===== config.mk =====
export PLATFORM = sky130hd
export DESIGN_NAME = control_unit_sequencer
export DESIGN_NICKNAME = d
export VERILOG_FILES = /design/src/rtl/control_unit_sequencer.sv
export SDC_FILE = /design/constraint.sdc
export NUM_CORES = 1
export LEC_CHECK = 0
export CORE_UTILIZATION = 29
export DETAILED_ROUTE_END_ITERATION = 16
export DONT_BUFFER_PORTS = 1
export GPL_ROUTABILITY_DRIVEN = 1
export HOLD_SLACK_MARGIN = 0.03
export PLACE_DENSITY_LB_ADDON = 0.2
export SLEW_MARGIN = 20
export SYNTH_ARGS = -nofsm -noshare
export SYNTH_HDL_FRONTEND = slang
export SYNTH_SLANG_ARGS = --single-unit

===== constraint.sdc =====
create_clock -name Clock -period 3.3 [get_ports Clock]
set_clock_uncertainty 0.2 [all_clocks]
set_input_delay 0 -clock Clock [delete_from_list [all_inputs] [get_ports Clock]]
set_output_delay 0 -clock Clock [all_outputs]
set_load 0.05 [all_outputs]

===== src/rtl/control_unit_sequencer.sv =====
// Hardwired fetch/decode/execute sequencer for the ALU datapath system.
// Optional single-step mode is enabled by defining CU_STEP_EN.
`timescale 1ns/1ps
module control_unit_sequencer (
  input  logic        Clock,
  input  logic        Reset,
  input  logic [15:0] IROut,
  input  logic [3:0]  Flags,
`ifdef CU_STEP_EN
  input  logic        Step,
`endif
  output logic [2:0]  RF_OutASel,
  output logic [2:0]  RF_OutBSel,
  output logic [2:0]  RF_FunSel,
  output logic [3:0]  RF_RegSel,
  output logic [3:0]  RF_ScrSel,
  output logic [4:0]  ALU_FunSel,
  output logic        ALU_WF,
  output logic [1:0]  ARF_OutCSel,
  output logic [1:0]  ARF_OutDSel,
  output logic [2:0]  ARF_FunSel,
  output logic [2:0]  ARF_RegSel,
  output logic        IR_LH,
  output logic        IR_Write,
  output logic        Mem_WR,
  output logic        Mem_CS,
  output logic [1:0]  MuxASel,
  output logic [1:0]  MuxBSel,
  output logic        MuxCSel,
  output logic [2:0]  Tstate,
  output logic        Halted
);

  typedef enum logic [2:0] {
    S_T0   = 3'd0,
    S_T1   = 3'd1,
    S_T2   = 3'd2,
    S_T3   = 3'd3,
    S_WAIT = 3'd6,
    S_HALT = 3'd7
  } state_t;

`ifdef CU_STEP_EN
  localparam state_t S_NEXT = S_WAIT;
`else
  localparam state_t S_NEXT = S_T0;
`endif

  state_t state_q, state_d;
  logic   halted_q;

  logic unused_flags;
  assign unused_flags = ^Flags[2:0];

  function automatic logic [3:0] onehot(input logic [1:0] sel);
    onehot = 4'b1000 >> sel;
  endfunction

  always_ff @(posedge Clock or posedge Reset) begin
    if (Reset) begin
      state_q  <= S_T0;
      halted_q <= 1'b0;
    end else begin
      state_q  <= state_d;
      halted_q <= (state_d == S_HALT);
    end
  end

  // Everything below Reset gating is the idle word, so reset suppresses any write.
  always_comb begin
    state_d     = state_q;
    RF_OutASel  = 3'b000;
    RF_OutBSel  = 3'b000;
    RF_FunSel   = 3'b000;
    RF_RegSel   = 4'b0000;
    RF_ScrSel   = 4'b0000;
    ALU_FunSel  = 5'b00000;
    ALU_WF      = 1'b0;
    ARF_OutCSel = 2'b00;
    ARF_OutDSel = 2'b00;
    ARF_FunSel  = 3'b000;
    ARF_RegSel  = 3'b000;
    IR_LH       = 1'b0;
    IR_Write    = 1'b0;
    Mem_WR      = 1'b0;
    Mem_CS      = 1'b1;
    MuxASel     = 2'b00;
    MuxBSel     = 2'b00;
    MuxCSel     = 1'b0;
    if (!Reset) begin
      case (state_q)
        S_T0, S_T1: begin
          Mem_CS     = 1'b0;
          IR_Write   = 1'b1;
          IR_LH      = (state_q == S_T1);
          ARF_RegSel = 3'b100;
          ARF_FunSel = 3'b001;
          state_d    = (state_q == S_T0) ? S_T1 : S_T2;
        end
        S_T2: begin
          state_d = S_NEXT;
          case (IROut[15:14])
            2'b00: begin
              if (!IROut[8]) begin
                ALU_FunSel = IROut[13:9];
                RF_OutASel = IROut[5:3];
                RF_OutBSel = IROut[2:0];
                ALU_WF     = 1'b1;
                RF_FunSel  = 3'b010;
                RF_RegSel  = onehot(IROut[7:6]);
              end
            end
            2'b01: begin
              MuxASel   = 2'b11;
              RF_FunSel = 3'b010;
              RF_RegSel = onehot(IROut[9:8]);
            end
            2'b10: begin
              MuxBSel    = 2'b11;
              ARF_RegSel = 3'b010;
              ARF_FunSel = 3'b010;
              state_d    = S_T3;
            end
            default: begin
              if (IROut[12]) begin
                state_d = S_HALT;
              end else if (!IROut[13] || Flags[3]) begin
                MuxBSel    = 2'b11;
                ARF_RegSel = 3'b100;
                ARF_FunSel = 3'b010;
              end
            end
          endcase
        end
        S_T3: begin
          ARF_OutDSel = 2'b10;
          Mem_CS      = 1'b0;
          if (!IROut[13]) begin
            MuxASel   = 2'b10;
            RF_FunSel = 3'b010;
            RF_RegSel = onehot(IROut[9:8]);
          end else begin
            Mem_WR     = 1'b1;
            RF_OutASel = {1'b0, IROut[9:8]};
            ALU_FunSel = 5'b10000;
          end
          state_d = S_NEXT;
        end
        S_HALT: state_d = S_HALT;
`ifdef CU_STEP_EN
        S_WAIT: state_d = Step ? S_T0 : S_WAIT;
`endif
        default: state_d = S_T0;
      endcase
    end
  end

  assign Tstate = state_q;
  assign Halted = halted_q;

endmodule


==> results of run 1 <==
## metal layers
layer  track usage, %  wire, microns
met5                0              0
met3             3.12            166
met2             28.3           1020
met1             21.4            862
met4             4.41             18
## repair_timing
action                                 in CTS  in global routing
endpoints found under the hold margin      11                  0
resized for setup                           0                  0
hold buffers                                6                  0
## path summary, 6_finish.rpt
path                                 end  slack [ps]  depth (start not counted)
max                           MuxBSel[0]         590                          4
min                        ARF_FunSel[1]          30                          2
max reg2reg                    Tstate[0]        1110                          4
min reg2reg                       Halted         580                          3
max in group asynchronous      Tstate[1]        2670                          2
min in group asynchronous      Tstate[2]          80                          2
## cells by family after synthesis
kind of cell / after synthesis
and+or+nand+nor: 41
buffers and inverters: 25
AOI/OAI and AO/OA: 23
DFF: 4
other: 1
## cell type report
class,count,share of cell area [%]
well taps,27,4.12
inverters,5,2.29
flip-flops and latches,4,12.2
clock buffers,3,2.74
repair buffers,21,21.0
multi-input cells,76,57.6
## worst max-delay path, stage by stage (launching register included)
cell and delay (ps):
dfrtp_1 770, nor3b_2 800, nand2_1 240, a21oi_2 160, buf_4 300
## stage by stage
step / instance area (sq um) / total power (uW) / std cells / hold WS [ps] / util (%)
final: 821 / 544 / 136 / 29.7 / 40.2
after global routing: 821 / 567 / 136 / 35.5 / 40.2
after detailed placement: 738 / 462 / 127 / -422 / 36.2
after global placement: 738 / 457 / 127 / -425 / 36.2
after CTS: 821 / 534 / 136 / 33.5 / 40.2
after floorplan: 691 / 414 / 105 / -268 / -
## power breakdown
group | switching, uW | internal (uW) | leakage [uW]
combinational | 291 | 84.0 | 0.000345
clock | 20.7 | 40.7 | 0.0000138
sequential | 46.1 | 61.0 | 0.0000527
## cell usage after synthesis, types with 3 or more instances
cell type,n,share of area [%]
a21oi_1,7,5.4
and2_1,4,3.9
and3_1,10,9.6
buf_2,3,2.3
buf_4,13,15
clkbuf_1,3,1.7
dfrtp_1,4,15
inv_1,5,2.9
nand2_1,5,2.9
nor2_1,7,4.0
o21ai_0,5,3.9
o41ai_1,3,4.0
## registers in the layout, indices dropped and copies added, names as in the netlist
name,count
Tstate,3
Halted,1
==> results.json, run 1 <==
{
  "status": "completed",
  "synth_fa_ha_area_share_pct": 0,
  "vias_per_cell": 5.60,
  "drcViolationCount": 0,
  "grt_max_degree": 19,
  "crit_required_ps": 3100,
  "synth-simple-area-share_pct": 36.8,
  "fin_tns_setup_ps": 0,
  "clk_latency_ps": 240,
  "hpwl_mm": 1.37,
  "grt_pass1_vias": 646,
  "ys_ff_latch": 4,
  "power.density_nw_per_um2": 662,
  "layout-drive-gt1-share_pct": 23.9,
  "layout.cells.most_common_list": "buf_4, conb_1, and3_1",
  "synthMuxAreaShare_pct": 0,
  "max-cap-violations": 0,
  "drt.antenna.violating_nets": 0,
  "first_pass_iters": 5,
  "io_buffers": 0,
  "preCtsSetupSlack_ps": 878,
  "p_leak_uw": 0.000412,
  "reg2reg_from": "Tstate[1]",
  "post_cts_buffers": 0,
  "htreeDepth": 1,
  "mostFrequentLayoutCell": "buf_4",
  "nFillCells": 216,
  "grt_pass1_wl_mm": 3.19,
  "die_x_microns": 49.3,
  "routed_wl_mm": 2.07,
  "clk_pin_slew_ps": 40,
  "critPathArrivalTime_ps": 2510,
  "ys_types": 32,
  "final-hold-violation-count": 0,
  "globalRouteOverflowTotal": 0,
  "clockBufferDepth": 2,
  "num_vias": 762,
  "synth-seq-area-share_pct": 15.4,
  "rows": 16,
  "die_y_microns": 49.3,
  "synth_compound_area_share_pct": 23.5,
  "synthCells": 94,
  "multi_input_area_sq_um": 473,
  "startpoint": "Tstate[1]",
  "cts_made_buffers": 3,
  "area_delta_synth_final_pct": 26.4,
  "fin_nets": 133,
  "period_needed_ps": 2710,
  "setup_ws_ps": 593,
  "setup_viol": 0,
  "crit_path_start_kind": "register",
  "first_iter_violations": 21,
  "antenna_found_initial": 0,
  "period_share_pct": 82.0,
  "seq_area_sq_um": 100,
  "synth_xor_area_share_pct": 0,
  "initial_core_util_pct": 31.8,
  "synth-main-ff-cell": "dfrtp_1",
  "synth_top_family_by_area": "simple AND/OR/NAND/NOR gates",
  "cts_root_buf": "clkbuf_4",
  "crit_path_max_fanout": 18,
  "vdd_drop_max_v": 0.000313,
  "routabilityCongestion": 0.735,
  "cts_sinks": 4,
  "slew_headroom_pct": 43.3,
  "grt_usage_pct": 16.7,
  "wire_per_inst_microns": 15.2,
  "async_flop_share_pct": 100,
  "syn_avg_cell_area_sq_um": 6.91,
  "insertedDiodeCount": 0,
  "worst_pin_slew_ps": 845,
  "critical_path_class": "register to primary output",
  "rsz0062_at_grt": "no",
  "synth_edf_count": 0,
  "cp-end-kind": "primary output",
  "hold_path_class": "input pin to primary output",
  "synth_area_sq_um": 649,
  "cts_tree": "yes",
  "ys_warn_count": 0,
  "core-area_sq_um": 2040,
  "num_io_pins": 68,
  "die-area_sq_um": 2430,
  "drv_slew": 0,
  "worstHoldStart": "IROut[14]",
  "timing.fmax_mhz": 369
}
(Power assumes the default switching activity.)
==> run 2: changes to the inputs <==
ABC_AREA = 1   (was default)
clock period = 2.3 ns   (was 3.3 ns; I/O delays follow)
==> results.json, run 2 <==
{
  "status": "completed",
  "power.density_nw_per_um2": 615,
  "layout-drive-gt1-share_pct": 26.3,
  "cts_made_buffers": 3,
  "crit_path_max_fanout": 6,
  "whs_path_depth": 3,
  "dp.cells": 178,
  "grt_pass1_vias": 698,
  "critical_path_class": "register to primary output",
  "reg2reg_from": "Tstate[2]",
  "crit_path_top_delay_cell": "dfrtp_1",
  "synth_edf_count": 0,
  "worstHoldStart": "IROut[10]",
  "ys_top_cells_by_area": "nor2_1, buf_4, dfrtp_1, nand2_1, inv_1",
  "cts_sinks": 4,
  "cp-end-kind": "primary output",
  "grt_pass1_wl_mm": 2.89,
  "hold-path-endpoint": "ALU_FunSel[1]",
  "crit_chain": "nor2_2 -> nand2_2 -> nor2_1 -> nor2_1 -> or2_1 -> a21oi_1 -> buf_4",
  "initial_core_util_pct": 32.3,
  "finalNonFillerCells": 187,
  "antenna_found_initial": 0,
  "period_share_pct": 82.1,
  "htreeDepth": 1,
  "nFillCells": 236,
  "synth-seq-area-share_pct": 15.0,
  "final-hold-violation-count": 0,
  "die-area_sq_um": 2490,
  "max-cap-violations": 0,
  "crit_path_start_kind": "register",
  "rsz0062_at_grt": "no",
  "clk_pin_slew_ps": 30,
  "area_delta_synth_final_pct": 43.2,
  "die_y_microns": 49.9,
  "vdd_drop_max_v": 0.000535,
  "globalRouteOverflowTotal": 0,
  "netlist.area_leader.share_pct": 18.6,
  "grt_usage_pct": 14.7,
  "die_x_microns": 49.9,
  "p_leak_uw": 0.000562,
  "hpwl_mm": 1.50,
  "mostFrequentLayoutCell": "nor2_1",
  "preCtsSetupSlack_ps": 668,
  "slew_headroom_pct": 55.7,
  "first_pass_iters": 6,
  "reg2reg_depth": 9,
  "multi_input_area_sq_um": 427,
  "timing.fmax_mhz": 529,
  "path_common_cell": "nor2_1",
  "post_dp_cell_area_sq_um": 865,
  "synthCells": 125,
  "period_needed_ps": 1890,
  "core-area_sq_um": 2060,
  "insertedDiodeCount": 0,
  "fin_tns_setup_ps": 0,
  "synth.most_common_cell": "nor2_1",
  "layout.cells.most_common_list": "nor2_1, buf_4, nand2_1",
  "cts_root_buf": "clkbuf_4",
  "worst_pin_slew_ps": 665,
  "synth_area_leader_cell": "nor2_1",
  "design_area_sq_um": 953,
  "cts_tree": "yes",
  "routed_wl_mm": 1.92,
  "synth_area_sq_um": 666,
  "synth-main-ff-cell": "dfrtp_1",
  "ys_types": 18,
  "first_iter_violations": 12,
  "hold_path_class": "input pin to primary output",
  "num_vias": 820,
  "grt_max_degree": 18,
  "ys_warn_count": 0,
  "ys_top_cells_by_count": "nor2_1, nand2_1, inv_1",
  "post_cts_buffers": 0,
  "io_buffers": 0,
  "seq_area_sq_um": 100,
  "drt.antenna.violating_nets": 0,
  "syn_avg_cell_area_sq_um": 5.33,
  "setup_ws_ps": 411,
  "wire_per_inst_microns": 10.3,
  "crit_required_ps": 2100,
  "num_io_pins": 68,
  "async_flop_share_pct": 100,
  "largest_reg_flops": 3,
  "rows": 16,
  "critPathArrivalTime_ps": 1690,
  "fin_nets": 184,
  "drv_slew": 0,
  "r2r_end": "Halted",
  "setup_viol": 0,
  "routabilityCongestion": 0.813,
  "clk_latency_ps": 230,
  "rrSetupSlack_ps": 690,
  "ys_ff_latch": 4,
  "slowest_delay_ps": 430,
  "clockBufferDepth": 2,
  "vias_per_cell": 4.39,
  "drcViolationCount": 0
}
## run 2: changes by cell type after synthesis, moves of 3 or more
cell / delta
nand4_1: +3
o41ai_1: -3
nor2_1: +26
inv_1: +15
nand2_1: +18
o21ai_0: -5
and2_1: -4
and3_1: -10
nor2_2: +3
buf_2: -3
## run 2: worst max-delay path, delay by kind of cell (launching register included)
family	cells	cell delay, ps
AND/OR/NAND/NOR	5	690
flip-flops	1	430
buffers and inverters	1	220
AO/OA/AOI/OAI	1	130
## run 2: final cells by class
class | count | share of cell area (%)
repair buffers | 36 | 30.2
flip-flops and latches | 4 | 10.5
multi-input cells | 96 | 44.8
inverters | 21 | 8.66
clock buffers | 3 | 2.36
well taps | 27 | 3.54
## run 2: metal layers
metal	part of all wire (%)	track usage, %	vias up	routed length, microns
met4	0	5.71	0	0
met5	0	0	-	0
met3	7.3	1.54	0	139
li1	-	-	426	-
met2	50	26.6	36	961
met1	43	17.5	358	817
## run 2: timing repair
item                       4_1_cts  5_1_grt
setup endpoints to repair        0       14
hold endpoints to repair        23        4
hold buffers                     5        1
resized for setup                0        2
## run 2: worst max-delay path by stage
stage | slack [ps] | cells after the start | from | end
after CTS | 70 | 5 | Reset | ALU_FunSel[4]
after floorplan | 20 | 3 | Tstate[1] | Mem_CS
after global placement | 700 | 5 | Tstate[0] | ALU_WF
final | 410 | 7 | Tstate[0] | RF_RegSel[0]
after detailed placement | 670 | 5 | Tstate[0] | ALU_WF
after global routing | 260 | 8 | Tstate[0] | RF_RegSel[2]
## run 2: power breakdown
part	switching (uW)	total, uW	leakage [uW]	internal (uW)
clock	25.3	83.4	0.0000138	58.1
combinational	296	390	0.000496	94.2
sequential	27.7	113	0.0000520	85.7
## run 2: cells by family after synthesis
family	share of synthesized area, %
AOI/OAI and AO/OA	9.02
other	0.563
and+or+nand+nor	47.2
buffers and inverters	28.2
DFF	15.0
## run 2: stage by stage
step	total power [uW]	hold slack, ps	util, %
2_1_floorplan	427	-251	-
3_3_place_gp	483	-383	41.9
3_5_place_dp	488	-379	41.9
4_1_cts	588	43.3	45.4
5_1_grt	622	51.9	46.2
6_report	587	42.5	46.2
